**src/rtl/control_sequencer.sv**
```systemverilog
// Hardwired fetch/execute control unit driving the datapath strobes.
// Optional single-step mode: define SEQ_STEP_EN to add the `step` input.
module control_sequencer #(
  parameter int NREGS = 16
) (
  input  logic             clk,
  input  logic             clr,
`ifdef SEQ_STEP_EN
  input  logic             step,
`endif
  input  logic [31:0]      ir,
  input  logic             mem_rdy,
  output logic             PC_out,
  output logic             Zlo_out,
  output logic             Zhi_out,
  output logic             MDR_out,
  output logic             MAR_rd,
  output logic             PC_rd,
  output logic             MDR_rd,
  output logic             IR_rd,
  output logic             Y_rd,
  output logic             Zlo_rd,
  output logic             Zhi_rd,
  output logic             LO_rd,
  output logic             HI_rd,
  output logic             IncPC,
  output logic             Read,
  output logic [4:0]       op_sel,
  output logic [NREGS-1:0] R_rd,
  output logic [NREGS-1:0] R_wrt,
  output logic             run,
  output logic             ill_op
);

  typedef enum logic [3:0] {
    S_RESET = 4'd0,
    S_T0    = 4'd1,
    S_T1    = 4'd2,
    S_T2    = 4'd3,
    S_T3    = 4'd4,
    S_T4    = 4'd5,
    S_T5    = 4'd6,
    S_T6    = 4'd7,
    S_HALT  = 4'd8
  } state_t;

  state_t state_q, state_d;
  logic   t0_go_s;

  logic [4:0] opcode_s;
  logic [3:0] ra_s, rb_s, rc_s;
  logic       is_alu_s, is_muldiv_s, is_nop_s, is_halt_s;
  logic       unused_s;

  assign opcode_s    = ir[31:27];
  assign ra_s        = ir[26:23];
  assign rb_s        = ir[22:19];
  assign rc_s        = ir[18:15];
  assign unused_s    = ^ir[14:0];
  assign is_alu_s    = (opcode_s <= 5'h0E);
  assign is_muldiv_s = (opcode_s == 5'h0F) || (opcode_s == 5'h10);
  assign is_nop_s    = (opcode_s == 5'h1B);
  assign is_halt_s   = (opcode_s == 5'h1C);

  // Indices at or beyond NREGS select no register.
  function automatic logic [NREGS-1:0] reg_onehot(input logic [3:0] idx);
    logic [NREGS-1:0] v;
    v = '0;
    for (int i = 0; i < NREGS; i++) begin
      if (i == int'(idx)) v[i] = 1'b1;
      else                v[i] = 1'b0;
    end
    return v;
  endfunction

`ifdef SEQ_STEP_EN
  logic armed_q, armed_d;

  // Step-arm flag: set when step is sampled while waiting in T0.
  always_ff @(posedge clk or negedge clr) begin
    if (!clr) armed_q <= 1'b0;
    else      armed_q <= armed_d;
  end

  assign t0_go_s = armed_q;
`else
  assign t0_go_s = 1'b1;
`endif

  // State register.
  always_ff @(posedge clk or negedge clr) begin
    if (!clr) state_q <= S_RESET;
    else      state_q <= state_d;
  end

  // Next-state logic.
  always_comb begin
    state_d = state_q;
`ifdef SEQ_STEP_EN
    armed_d = armed_q;
`endif
    case (state_q)
      S_RESET: state_d = S_T0;
      S_T0: begin
        if (t0_go_s) begin
          state_d = S_T1;
`ifdef SEQ_STEP_EN
          armed_d = 1'b0;
`endif
        end else begin
          state_d = S_T0;
`ifdef SEQ_STEP_EN
          armed_d = step;
`endif
        end
      end
      S_T1: begin
        if (mem_rdy) state_d = S_T2;
        else         state_d = S_T1;
      end
      S_T2: state_d = S_T3;
      S_T3: begin
        if (is_alu_s || is_muldiv_s) state_d = S_T4;
        else if (is_halt_s)          state_d = S_HALT;
        else                         state_d = S_T0;
      end
      S_T4: state_d = S_T5;
      S_T5: begin
        if (is_muldiv_s) state_d = S_T6;
        else             state_d = S_T0;
      end
      S_T6:    state_d = S_T0;
      S_HALT:  state_d = S_HALT;
      default: state_d = S_RESET;
    endcase
  end

  // Strobe decode from state and instruction fields.
  always_comb begin
    PC_out  = 1'b0;
    Zlo_out = 1'b0;
    Zhi_out = 1'b0;
    MDR_out = 1'b0;
    MAR_rd  = 1'b0;
    PC_rd   = 1'b0;
    MDR_rd  = 1'b0;
    IR_rd   = 1'b0;
    Y_rd    = 1'b0;
    Zlo_rd  = 1'b0;
    Zhi_rd  = 1'b0;
    LO_rd   = 1'b0;
    HI_rd   = 1'b0;
    IncPC   = 1'b0;
    Read    = 1'b0;
    op_sel  = 5'h00;
    R_rd    = '0;
    R_wrt   = '0;
    ill_op  = 1'b0;
    run     = (state_q != S_HALT);
    case (state_q)
      S_T0: begin
        if (t0_go_s) begin
          PC_out = 1'b1;
          MAR_rd = 1'b1;
          IncPC  = 1'b1;
          Zlo_rd = 1'b1;
        end else begin
          PC_out = 1'b0;
        end
      end
      S_T1: begin
        Zlo_out = 1'b1;
        Read    = 1'b1;
        MDR_rd  = 1'b1;
        PC_rd   = mem_rdy;
      end
      S_T2: begin
        MDR_out = 1'b1;
        IR_rd   = 1'b1;
      end
      S_T3: begin
        if (is_alu_s || is_muldiv_s) begin
          R_wrt = reg_onehot(rb_s);
          Y_rd  = 1'b1;
        end else begin
          ill_op = !(is_nop_s || is_halt_s);
        end
      end
      S_T4: begin
        R_wrt  = reg_onehot(rc_s);
        op_sel = opcode_s;
        Zlo_rd = 1'b1;
        Zhi_rd = is_muldiv_s;
      end
      S_T5: begin
        Zlo_out = 1'b1;
        if (is_muldiv_s) LO_rd = 1'b1;
        else             R_rd  = reg_onehot(ra_s);
      end
      S_T6: begin
        Zhi_out = 1'b1;
        HI_rd   = 1'b1;
      end
      default: begin
        PC_out = 1'b0;
      end
    endcase
  end

endmodule

```
**config.mk**
```make
export PLATFORM = sky130hd
export DESIGN_NAME = control_sequencer
export DESIGN_NICKNAME = d
export VERILOG_FILES = /design/src/rtl/control_sequencer.sv
export SDC_FILE = /design/constraint.sdc
export NUM_CORES = 1
export LEC_CHECK = 0
export BUFFER_PORTS_ARGS = -buffer_cell sky130_fd_sc_hd__clkbuf_2
export CAP_MARGIN = 20
export CELL_PAD_IN_SITES_DETAIL_PLACEMENT = 2
export CELL_PAD_IN_SITES_GLOBAL_PLACEMENT = 2
export CORE_MARGIN = 2
export CORE_UTILIZATION = 15
export DETAILED_ROUTE_END_ITERATION = 8
export GPL_TIMING_DRIVEN = 0
export PLACE_DENSITY = 0.92
export SKIP_CTS_REPAIR_TIMING = 1
export SYNTH_ARGS = -nofsm -noshare
export SYNTH_HDL_FRONTEND = slang
export SYNTH_SLANG_ARGS = --single-unit
```
**constraint.sdc**
```tcl
create_clock -name clk -period 1.6 [get_ports clk]
set_input_delay 0.08 -clock clk [delete_from_list [all_inputs] [get_ports clk]]
set_output_delay 0.08 -clock clk [all_outputs]
set_load 0.01 [all_outputs]
```
Word level (Yosys, flattened, before mapping)
Index checks and enable logic that the tools add are counted.

Bitwise logic cells: 0. Add/subtract/negate cells: 0. $mul: 0. Reduce and logical (&&, ||, !) cells: 11. Multiplexer cells: 72. Order comparisons: 1. Shifts and indexed selects: 0. Equality and inequality tests: 58. Divide/modulo/power cells: 0.

Operators with widths (count): $eq 4x4->1 const A (24); $mux 1 (63); $eq 3x4->1 const A (12); $mux 16 (3); $pmux 16 s2 (1); $pmux 4 s8 (1); $eq 2x4->1 const A (6); $eq 4x3->1 const B (4); $logic_not 4->1 (4); $eq 5x5->1 const B (3); $eq 1x4->1 const A (3); $eq 4x2->1 const B (2); $mux 4 (2); $reduce_or 2->1 (3); $eq 5x4->1 const B (1); $le 5x4->1 const B (1); $mux 5 (1); $eq 4x1->1 const B (1); $eq 4x4->1 const B (1); $ne 4x4->1 const B (1); $logic_or 1x1->1 (3); $mux 3 (1); $logic_not 1->1 (1).

Output and inout port bits: 54. ROM bits: 0. Bits in writable memories: 0. Memories kept: 0. Logic and storage cells: 143. Bits of input ports: 35. Flip-flop bits (word level): 4. Latch bits: 0.

Logic depth before layout (Yosys ltp)
Word-level depth: 5. Depth in mapped cells: 6. Gate-level depth less buffers: 3.

Least setup slack after synthesis
Ideal clock, no wire load.

Path kind: reg-to-output. Start: register state_q[0]. End: output R_rd[10]. Buffers on the path: 2. Data arrival time: 1615 ps. Required time: 1520 ps. Stages on the path, launching flop included: 6. Path slack: -95 ps. Cells stage by stage: dfrtp_1 nand2b_1 or3_1 buf_2 buf_6 nor4_1.

Word-level cells in the longest chain between the ends: 2.

RTL lines: start: declaration (line 47) `state_t state_q, state_d;`; start signal: assignment (line 93) `else state_q <= state_d;`; $eq 4x3->1 (line 160) `case (state_q)`; $mux 16 (line 160); end: declaration (line 29) `output logic [NREGS-1:0] R_rd,`.

Every way passes these cells.

Worst setup path after layout
Start: register state_q[0]. End: output R_rd[12].

Same word-level chain as after synthesis.

==> results by group <==
STA
  • Final setup fails: between 40 and 50
  • PnR worst setup slack: -0.336 ns
  • Crit path time final: 1.94 ns
  • Peak Freq: 0.517 GHz
  • Final hold violation count: 0
  • Clk_skew: between 0.004 and 0.005 ns
  • Max_slew headroom: around 56%
  • Final Slew Violations: 0
  • Unrepaired setup endpoints after global routing: true
  • Fin Setup TNS: -8.97 ns
  • Tcrit/Tclk final: 121%
  • Final hold slack: between 0.2 and 0.25 ns
  • Slew at the pin closest to its max-slew limit: 0.649 ns

Finish
  • Fin cells: between 200 and 300
  • Layout cells sized above 1: about 70%
  • # nets final: ~250
  • Max reg flops: 4
  • Synthesis-to-finish area growth: 126%
  • FILL cells: between 500 and 600
  • Largest regs: state_q: 4 flops
  • Top reg by flops: state_q
  • Antenna cells: 0

Clock network
  • H-tree level count: 1
  • Later-pin clock latency in the skew report: 0.22 ns
  • Root Buffer Master: clkbuf_8
  • Clk slew on worst S/H paths: approximately 0.040 ns
  • Num CTS Buffers: 3
  • CTS max path bufs: 2
  • TritonCTS clock tree: done
  • Clock Sinks: 4

Die
  • I/O pins: around 90
  • Die area: between 0.006 and 0.007 mm^2
  • Die W: roughly 78 um
  • Initial Util: roughly 16%
  • Core area: between 0.005 and 0.006 mm^2
  • Rows: 26
  • Die Y: between 70 and 80 um

Critical path
  • Worst endpoint required time: 1.52 ns
  • Crit. End Element: output pin
  • Worst path max stage delay: approximately 0.44 ns
  • CP max FO: 8
  • CP bufs+invs: 3
  • Worst Setup Start Kind: flop
  • WP data arrival: between 1.5 and 2 ns
  • Crit path cell chain: nand2b_4 -> or3_4 -> buf_8 -> buf_12 -> nor4_4 -> buf_2
  • CP max-delay cell: dfrtp_2
  • Worst Setup Path Type: flop to output pin
  • Crit path max-delay family: simple AND/OR/NAND/NOR gates

Global routing
  • Largest net degree at the start of global routing: 11
  • Vias in the first global route: around 1300
  • GRT Overall Usage: 12.8%
  • First-pass GRT wire length: 6420 um
  • Grt ovf: 0
  • Initial antenna violation count: 0

Logic synthesis
  • Synth area leader: nor4_1
  • Seq/Total Area, Yosys: about an eighth
  • Post-synth EDFFs: 0
  • Synth cell count leaders: nor4_1, o22ai_1, and2_1
  • Synth Area in Adders: 0%
  • Synth Area in Simple Gates: between 50% and 60%
  • Mux share of post-synthesis cell area: 0%
  • Synth area leaders: nor4_1, dfrtp_1, o22ai_1
  • Syn Area/Cell: a little under 7 um^2
  • Number of distinct library cells after synthesis: 31
  • Synth async-reset ratio: between 90% and 100%
  • Number of synthesized register bits: 4
  • Synth Area in XOR/XNOR: 0%
  • Yosys top cell area share: between 10% and 20%
  • Synth Flop Type: dfrtp_1
  • Post-synthesis instance total: roughly 120
  • Synth Cell Area: between 800 and 900 um^2
  • Ys Warns: 0
  • Post-synthesis compound-gate area fraction: 22.1%
  • Largest family of logic cells by synthesized area: simple AND/OR/NAND/NOR gates
  • Synthesized Nets: 154
  • Cell with the most instances after synthesis: nor4_1

Placement
  • Pre-CTS setup slack: -0.335 ns
  • Port bufs: between 70 and 80
  • Dpl cells: ~260
  • Hpwl dp: 3390 um
  • Gpl congestion: 0.805

Route
  • Final wirelength: between 5000 and 6000 um
  • Vias/cell: 4.84
  • Post-DRT Antenna Nets: 0
  • DRC: 0
  • 1st-iter DRT viols: 17
  • Drt pass-1 iters: 2
  • Via count: roughly 1400
  • Wirelength per Cell: approximately 19 um

Power
  • VDD IR-drop max: approximately 0.32 mV
  • Cell Pwr Density: just under 900 mW/mm^2
  • Leak: 0.000808 uW

Run
  • MaxCap Viol Count: 0

Outcome
  • Outcome: finished with violations
  • Failing checks: negative setup slack

Hold path
  • HP Class: primary input to asynchronous set/reset pin
==> cell usage in the layout, fill, tap and decap left out, drive strengths merged <==
master	n
a221o	1
and4bb	1
or2	5
nor4	17
o41ai	1
nor3	4
o32ai	1
a21bo	1
buf	60
nand2b	9
and2	10
nand4b	2
dfrtp	4
clkbuf	43
nor3b	1
a211o	1
o22ai	16
nand4	2
nand2	8
nor4b	1
a211oi	1
or3b	1
nor2	7
or3	1
inv	4
dlygate4sd3	1
o311ai	1
nand3	6
a2111o	1
==> power breakdown <==
| part | internal, uW | switching, uW |
|---|---|---|
| Clock | 161 | 59.7 |
| Combinational | 579 | 641 |
| Sequential | 144 | 49.4 |
==> area by class of cell <==
type                            count  area, um^2  share of cell area [%]
Sequential cell                     4         103                    5.53
Clock buffer                        3        41.3                    2.23
Timing Repair Buffer               89         526                    28.3
Multi-Input combinational cell     99         965                    52.0
Buffer                             12         119                    6.41
Tap cell                           70        87.6                    4.72
Inverter                            4        15.0                   0.809
==> stage by stage <==
step / area, um^2 / power (uW) / utilization, %
after CTS: 1310 / 1220 / 25.2
after global placement: 1270 / 965 / 24.4
final: 1860 / 1630 / 35.6
after floorplan: 820 / 686 / -
after detailed placement: 1270 / 1010 / 24.4
after global routing: 1860 / 1730 / 35.6
==> kinds of logic (layout without fill, tap and decap cells) <==
family                 count (synthesis)  count (layout)
AOI/OAI and AO/OA                     24              24
buffers and inverters                 16             108
DFF                                    4               4
and+or+nand+nor                       75              75
==> per-layer routing <==
layer  routed length [um]  GRT usage [%]  vias up
li1                     -              -      646
met1                 2200           16.1      671
met2                 2830           22.5       38
met3                  166           1.40        4
met4                   48           4.39        0
met5                    0              0        -
==> final timing paths <==
check	slack, ns	to	startpoint	depth (start not counted)
worst max-delay path	-0.34	R_rd[12]	state_q[0]$_DFF_PN0_	6
worst max register to register	0.05	state_q[2]$_DFF_PN0_	state_q[0]$_DFF_PN0_	5
min in group clk	0.30	state_q[0]$_DFF_PN0_	mem_rdy	4
worst min register to register	0.70	state_q[0]$_DFF_PN0_	state_q[0]$_DFF_PN0_	2
max in group asynchronous	1.24	state_q[0]$_DFF_PN0_	clr	2
worst min-delay path	0.22	state_q[2]$_DFF_PN0_	clr	2
(Power assumes the default switching activity.)
